## config.mk

```make
export PLATFORM = sky130hd
export DESIGN_NAME = force_buffer_arbiter
export DESIGN_NICKNAME = d
export VERILOG_FILES = /design/src/rtl/force_buffer_arbiter.sv
export SDC_FILE = /design/constraint.sdc
export NUM_CORES = 1
export LEC_CHECK = 0
export ABC_AREA = 1
export CAP_MARGIN = 30
export CORE_MARGIN = 3
export CORE_UTILIZATION = 28
export DETAILED_ROUTE_END_ITERATION = 10
export MAX_ROUTING_LAYER = met4
export PLACE_DENSITY_LB_ADDON = 0.05
export RECOVER_POWER = 100
export SYNTH_ARGS = -nofsm -noshare
export SYNTH_HDL_FRONTEND = slang
export SYNTH_SLANG_ARGS = --single-unit
```

## constraint.sdc

```tcl
create_clock -name clock -period 2.8 [get_ports clock]
set_input_delay 0.56 -clock clock [delete_from_list [all_inputs] [get_ports clock]]
set_output_delay 0.56 -clock clock [all_outputs]
set_load 0.1 [all_outputs]
```

## src/rtl/force_buffer_arbiter.sv

```systemverilog
// Round-robin drain controller for force_output_buffer FIFOs (showahead off, 1-cycle read).
// Define FORCE_ARB_BURST_EN to keep granting one buffer for up to BURST_LEN consecutive words.
module force_buffer_arbiter #(
    parameter int NUM_BUFFERS        = 4,
    parameter int ID_WIDTH           = 2,
    parameter int FORCE_BUFFER_WIDTH = 32,
    parameter int BURST_LEN          = 4
) (
    input  logic                                      clock,
    input  logic                                      rst,
    input  logic [NUM_BUFFERS-1:0]                    buf_empty,
    input  logic [NUM_BUFFERS*FORCE_BUFFER_WIDTH-1:0] buf_q,
    output logic [NUM_BUFFERS-1:0]                    buf_rdreq,
    input  logic                                      out_ready,
    output logic                                      out_valid,
    output logic [FORCE_BUFFER_WIDTH-1:0]             out_data,
    output logic [ID_WIDTH-1:0]                       out_id,
    output logic                                      idle
);

    localparam logic [0:0] ST_IDLE = 1'b0;
    localparam logic [0:0] ST_HOLD = 1'b1;
    localparam logic [ID_WIDTH-1:0] LAST_ID = ID_WIDTH'(NUM_BUFFERS - 1);

    if (NUM_BUFFERS < 2 || ID_WIDTH != $clog2(NUM_BUFFERS) || BURST_LEN < 1) begin : g_bad_params
        $error("force_buffer_arbiter: inconsistent parameters");
    end

    logic [0:0]          state;
    logic [ID_WIDTH-1:0] rr_ptr;
    logic [ID_WIDTH-1:0] grant;
    logic [ID_WIDTH-1:0] sel;
    logic [ID_WIDTH-1:0] next_ptr;
    logic                can_issue;

    assign can_issue = (~&buf_empty) & ((state == ST_IDLE) | out_ready);

    // First non-empty buffer at or after rr_ptr, wrapping.
    always_comb begin
        logic found;
        int   idx;
        // NOTE: every combinational output gets a default first so no path leaves it unassigned (no latch).
        grant = rr_ptr;
        found = 1'b0;
        for (int k = 0; k < NUM_BUFFERS; k++) begin
            idx = int'(rr_ptr) + k;
            if (idx >= NUM_BUFFERS) idx = idx - NUM_BUFFERS;
            if (!found && !buf_empty[idx]) begin
                grant = ID_WIDTH'(idx);
                found = 1'b1;
            end
        end
    end

`ifdef FORCE_ARB_BURST_EN
    localparam int CNT_W = $clog2(BURST_LEN + 1);
    localparam logic [CNT_W-1:0] CNT_MAX = CNT_W'(BURST_LEN);

    logic [CNT_W-1:0] burst_cnt;
    logic             stay;

    // burst_cnt==0 only after reset: no previous grant to stay on.
    assign stay = (burst_cnt != '0) && (burst_cnt < CNT_MAX) && !buf_empty[out_id];
    assign sel  = stay ? out_id : grant;

    always_ff @(posedge clock or posedge rst) begin
        if (rst) begin
            burst_cnt <= '0;
        end else if (can_issue) begin
            burst_cnt <= stay ? burst_cnt + 1'b1 : CNT_W'(1);
        end
    end
`else
    assign sel = grant;
`endif

    assign next_ptr = (sel == LAST_ID) ? '0 : sel + 1'b1;

    always_comb begin
        buf_rdreq = '0;
        if (can_issue && !rst) buf_rdreq[sel] = 1'b1;
    end

    // NOTE: state registers use non-blocking assignments so every flop samples pre-edge values.
    always_ff @(posedge clock or posedge rst) begin
        if (rst) begin
            state  <= ST_IDLE;
            out_id <= '0;
            rr_ptr <= '0;
        end else if (can_issue) begin
            state  <= ST_HOLD;
            out_id <= sel;
            rr_ptr <= next_ptr;
        end else if (state == ST_HOLD && out_ready) begin
            state  <= ST_IDLE;
        end
    end

    // The popped word sits on the buffer's q; it is muxed out, not re-registered.
    assign out_valid = (state == ST_HOLD);
    assign out_data  = buf_q[int'(out_id)*FORCE_BUFFER_WIDTH +: FORCE_BUFFER_WIDTH];
    assign idle      = (state == ST_IDLE) & (&buf_empty);

endmodule

```

# After elaboration in Yosys (flattened, before gate mapping)
# Index checks and enable logic that the tools add are counted.
dict set report op_classes {
  shifts 1
  bitwise_logic 4
  order_cmp 10
  muxes 29
  n_reduce_logical 15
  addsub 8
  n_eq_ne 1
}
# cell n
set op_table {}
lappend op_table {{32-bit by 4-bit less-than comparator with 1-bit output (second input constant)} 4}
lappend op_table {{32-bit two-way mux} 4}
lappend op_table {{128-bit by 8-bit variable part select with 32-bit output} 1}
lappend op_table {{1-bit two-way mux} 14}
lappend op_table {{3-bit by 3-bit subtractor with 4-bit output (second input constant)} 3}
lappend op_table {{2-bit two-way mux} 5}
lappend op_table {{3-bit >= comparator (second input constant)} 3}
lappend op_table {{1-bit binary-select mux with 2-bit select} 4}
lappend op_table {{1-bit logical NOT} 7}
lappend op_table {{2-bit by 2-bit adder with 3-bit output (second input constant)} 2}
lappend op_table {{1-bit logical AND} 6}
lappend op_table {{4-bit two-way mux} 1}
lappend op_table {{4-bit AND reduction} 1}
lappend op_table {{2-bit by 3-bit subtractor with 4-bit output (second input constant)} 1}
lappend op_table {{2-bit by 1-bit adder with 3-bit output (second input constant)} 1}
lappend op_table {{2-bit by 3-bit >= comparator with 1-bit output (second input constant)} 1}
lappend op_table {{2-bit by 3-bit less-than comparator with 1-bit output (second input constant)} 1}
lappend op_table {{2-bit by 1-bit adder with 2-bit output (second input constant)} 1}
lappend op_table {{1-bit AND} 2}
lappend op_table {{1-bit demux with 2-bit select} 1}
lappend op_table {{2-bit == test (second input constant)} 1}
lappend op_table {{2-bit by 1-bit >= comparator with 1-bit output (second input constant)} 1}
lappend op_table {{2-bit nonzero test} 1}
lappend op_table {{1-bit NOT} 1}
lappend op_table {{1-bit OR} 1}
dict set report word_totals {
  inputBits 135
  reg_bits 5
  wordCells 71
}

# Longest topological paths before layout
dict set report logic_depth {
  word_depth 20
  ltp_mapped 16
  ltp_nobuf 15
}

# Worst setup path after synthesis
# OpenSTA, ideal clock, no wires.
dict set report synth_path {
  kind {flip-flop to output port}
  start {reg out_id[0]}
  end {out out_data[0]}
  n_path_buf 2
  arrival_ps 3093
  path_slack_ps -853
  stages_incl_launch_ff 5
  t_required_ps 2240
  path_cell_list {dfrtp_1 -> buf_2 -> clkbuf_1 -> nor2_1 -> o22ai_1}
}
dict set report synth_between {
  elab_chain_cells 1
}
# item line
set synth_lines {}
lappend synth_lines {{start, declared} 17} ;# output logic [ID_WIDTH-1:0] out_id,
lappend synth_lines {{start signal, assigned} 92} ;# out_id <= sel;
lappend synth_lines {{128-bit by 8-bit variable part select with 32-bit output} 101} ;# assign out_data = buf_q[int'(out_id)*FORCE_BUFFER_WIDTH +: FORCE_BUFFER_WIDTH];
lappend synth_lines {{end, declared} 16} ;# output logic [FORCE_BUFFER_WIDTH-1:0] out_data,
# Every way passes these cells.

# Worst setup path in the final report
dict set report layout_path {
  start {reg rr_ptr[0]}
  end {out buf_rdreq[2]}
}
dict set report layout_between {
  elab_chain_cells 20
}
# item line
set layout_lines {}
lappend layout_lines {{start, declared} 30} ;# logic [ID_WIDTH-1:0] rr_ptr;
lappend layout_lines {{start signal, assigned} 93} ;# rr_ptr <= next_ptr;
lappend layout_lines {{2-bit by 1-bit adder with 3-bit output} 46} ;# idx = int'(rr_ptr) + k;
lappend layout_lines {{3-bit by 3-bit subtractor with 4-bit output or 3-bit >= comparator (tied branches)} 47} ;# if (idx >= NUM_BUFFERS) idx = idx - NUM_BUFFERS;
lappend layout_lines {{32-bit two-way mux} 47}
lappend layout_lines {{1-bit binary-select mux with 2-bit select} 48} ;# if (!found && !buf_empty[idx]) begin
lappend layout_lines {{1-bit two-way mux (implied by the code) (2 in series)} 48}
lappend layout_lines {{1-bit logical NOT} 48}
lappend layout_lines {{1-bit logical AND} 48}
lappend layout_lines {{1-bit two-way mux} 48}
lappend layout_lines {{(+4 left out)} n/a}
lappend layout_lines {{1-bit logical AND} 48}
lappend layout_lines {{2-bit two-way mux *} 48}
lappend layout_lines {{net grant[1]} 31} ;# logic [ID_WIDTH-1:0] grant;
lappend layout_lines {{2-bit by 3-bit less-than comparator with 1-bit output (implied by the code) or 2-bit by 1-bit >= comparator with 1-bit output (tied branches)} 81} ;# if (can_issue && !rst) buf_rdreq[sel] = 1'b1;
lappend layout_lines {{1-bit logical AND (implied by the code)} 81}
lappend layout_lines {{1-bit two-way mux (implied by the code)} 81}
lappend layout_lines {{1-bit demux with 2-bit select *} 81}
lappend layout_lines {{4-bit two-way mux *} 81}
lappend layout_lines {{end, declared} 13} ;# output logic [NUM_BUFFERS-1:0] buf_rdreq,
# Mark *: on every way through the listed nets, which the timed path passes. The rest lies on a longest branch. The select of a mux whose other input is x is not followed.

==> results.md <==
- The flow ran to the end, and the final reports show no timing, DRC or antenna violations.
- The library cells used most frequently in the layout, excluding fill and tap cells, are 129 x clkdlybuf4s50_1, 65 x nor2_1, 65 x o21ai_0.
- The number of sinks driven by the clock tree is 5.
- The count of buffers added by post-CTS timing repair for setup is 0.
- CTS built an H-tree with a depth of 1.
- At the end of the flow, the number of nets in the layout was between 500 and 600.
- The via count of the first global-routing pass is about 2,500.
- After detailed routing, the average wire length per cell comes to 16.3 um.
- The path class of the tightest hold or removal check is reg -> reg.
- The detailed router placed 2,709 vias in this run.
- The clock network latency to the later pin of the worst-skew pair is 0.22 ns.
- The first-pass GRT wire length is between 10 and 15 mm.
- The placer congestion estimate is 0.815.
- The Yosys warning count is 0.
- The number of antenna violations at the first check in global routing is 0.
- The reg2reg setup slack is 0.90 ns.
- The finished cells cover ~4000 um^2.
- Entering global routing, the biggest net connects 67 pins.
- The highest routing layer actually used is met4.
- The floorplan step set the die height to 80.0 um.
- On the final layout, the worst clock skew is 0.00140 ns.
- The repair_antennas step left the layout with diodes totalling 0.
- The post-synthesis cell area is 1530 um^2.
- The synthesized area divided by synthesized cell count is 5.25 um^2.
- The DRC violation count after routing is 0.
- The layout has between 400 and 500 filler cells.
- Summing all multi-input logic gate instances after layout gives 1670 um^2.
- Global routing consumed, over all layers together, about 26% of the routing resources.
- The TritonCTS clock tree is yes.
- The part of the cycle the worst path needs is 94.5%.
- Dividing the detail-routed via count by the number of cells gives 5.14.
- The detailed placer's ending HPWL is just under 7 mm.
- The number of instances in the synthesized netlist is 292.
- After detailed routing, the wire length on met1 is approximately 3.2 mm.
- Once detail routing completed, the nets flagged for antenna violations numbered 0.
- The worst pin sits at a relative slew slack of roughly 23%.
- After floorplanning, the core was sized to cover 5200 um^2.
- Hold is met by about 0.54 ns.
- Buffers placed on the I/O ports in this run total 174.
- Across the run, the number of max-cap violations was 0.
- In this run, synthesis produced a sequential element count of 5.
- Clock-pin slew was measured on the worst setup and hold paths at approximately 0.03 ns.
- The number of buffers inserted during clock tree synthesis is 3.
- In this run the horizontal extent of the chip is 80.0 um.
- At the worst endpoint, the arrival time is 2.09 ns.
- In this run the cell area measured after placement is slightly above 4000 um^2.
- The leftover overflow at the end of global routing is 0.
- The number of nets handed over by synthesis was approximately 430.
- For this block, the initial DRC count from the detailed router was 103.
- The class of the most critical setup path is reg -> out.
- The final-report max-slew violation count is 0.
- STA puts the critical path data required time at 2.24 ns.
- The total count of hold-check failures in the final report is 0.
- At the pin with the least slew margin, the transition time is 1.16 ns.
- The final setup violation count is 0.
- The category of the worst setup path launch point is a flip-flop.
- Summed over all nets, wire length on met3 after detailed routing comes to 704 um.
- The number of iterations in the first detailed-routing pass is 4.
- The tree is rooted in a clkbuf_8.
- After layout, the minimum clock period comes to 2.65 ns.
- The number of placed I/O pins is roughly 180.
- Of the synthesized area, sequential elements account for 8.16%.
- The endpoint class of the critical path is an output pin.
- For this block, the routed nets add up to roughly 8.6 mm of wire.
- Setup repair after global routing left no endpoint under its margin.
- The area growth from synthesis to layout is 155%.
- The maximum clock frequency is 0.378 GHz.
- The die outline area is approximately 6400 um^2.
- Once the floorplan was initialized, standard cells occupied slightly below 30% of the core.
- The deepest clock path buffer count is 2.
- Registers take 129 um^2.
- The routed design uses 4.38 mm of met2 wire.
- The post-route netlist has 25.8% of its cells at a drive strength greater than 1.
- In this run the worst path has a maximum fanout of 10.
- The count of different cell masters after synthesis is 22.
- The initialized floorplan defines 26 standard-cell rows.
- Leaving out fill and tap cells, the most frequent cell in the layout is clkdlybuf4s50_1.
## cells by family (layout without fill, tap and decap cells)
kind of cell,count (synthesis),after routing,synth area share (%)
AO/OA/AOI/OAI,98,98,34.8
buffers and inverters,41,206,11.6
AND/OR/NAND/NOR,144,144,42.2
adder cells (fa/ha/maj),4,4,3.26
flip-flops,5,5,8.16
## path summary, 6_finish.rpt
kind | startpoint | endpoint | cells past startpoint
setup / recovery | rr_ptr[0] | buf_rdreq[2] | 14
hold / removal | out_valid | out_valid | 2
setup reg to reg | rr_ptr[0] | rr_ptr[0] | 15
hold reg to reg | out_valid | out_valid | 2
max in group asynchronous | rst | rr_ptr[1] | 2
min in group asynchronous | rst | out_id[0] | 2
## cell type report
| class | count | share of cell area, % |
|---|---|---|
| Inverter | 19 | 2.08 |
| Multi-Input combinational cell | 246 | 42.6 |
| Clock buffer | 4 | 1.15 |
| Timing Repair Buffer | 183 | 48.6 |
| Sequential cell | 5 | 3.29 |
| Tap cell | 70 | 2.24 |
## flip-flops by register name (all words and copies together), names as in the netlist
register / count
out_id: 2
rr_ptr: 2
out_valid: 1
## critical path, cell delays in order, from the launching register on
cell and delay, ns:
dfrtp_2 0.44, buf_6 0.16, nand2_1 0.08, nand2_2 0.07, nand2_1 0.08, nand2_2 0.08, nor2_4 0.13, nand3_2 0.09
nand3_2 0.10, nand2_2 0.08, inv_2 0.06, ha_1 0.14, inv_1 0.06, nor2_4 0.10, buf_12 0.18
## synth_stat cells
library cell	count	area (um^2)
o22ai_1	32	200
ha_1	4	50.1
nand3_1	6	30.0
dfrtp_1	5	125
buf_1	4	15.0
nand2_4	2	22.5
buf_2	1	5.00
nand4_1	1	6.26
nand2_2	9	56.3
inv_1	15	56.3
inv_8	1	11.3
inv_2	2	7.51
nand2_1	48	180
nor2_1	69	259
clkbuf_1	14	52.6
buf_6	1	11.3
nand3_2	7	70.1
nor2_4	2	22.5
clkinv_1	1	3.75
o21ai_2	1	8.76
o21ai_0	65	325
buf_4	2	15.0
## through the flow
step | std cells | util (%) | worst slack [ns] | TNS [ns]
floorplan | 292 | - | -0.423 | -0.847
global placement | 523 | 79.8 | -0.188 | -0.679
detailed placement | 523 | 79.8 | -0.250 | -0.944
CTS | 527 | 80.8 | 0.000861 | 0
global route | 527 | 75.1 | 0.000518 | 0
finish | 527 | 75.1 | 0.153 | 0
## routing by layer
| metal | GRT usage, % | vias to the layer above |
|---|---|---|
| met1 | 29.3 | 1263 |
| met4 | 7.09 | 0 |
| li1 | - | 1319 |
| met2 | 44.6 | 107 |
| met3 | 6.21 | 20 |
| met5 | - | - |
## timing repair
item | 4_1_cts | 5_1_grt
pin swaps | 1 | 4
gates cloned | 0 | 0
setup endpoints to repair | 4 | 4
gates resized for setup | 8 | 15
hold buffers | 0 | 0
Power is not shown: default switching activity piles up to over one toggle a cycle in this logic, so the estimate is an artifact.
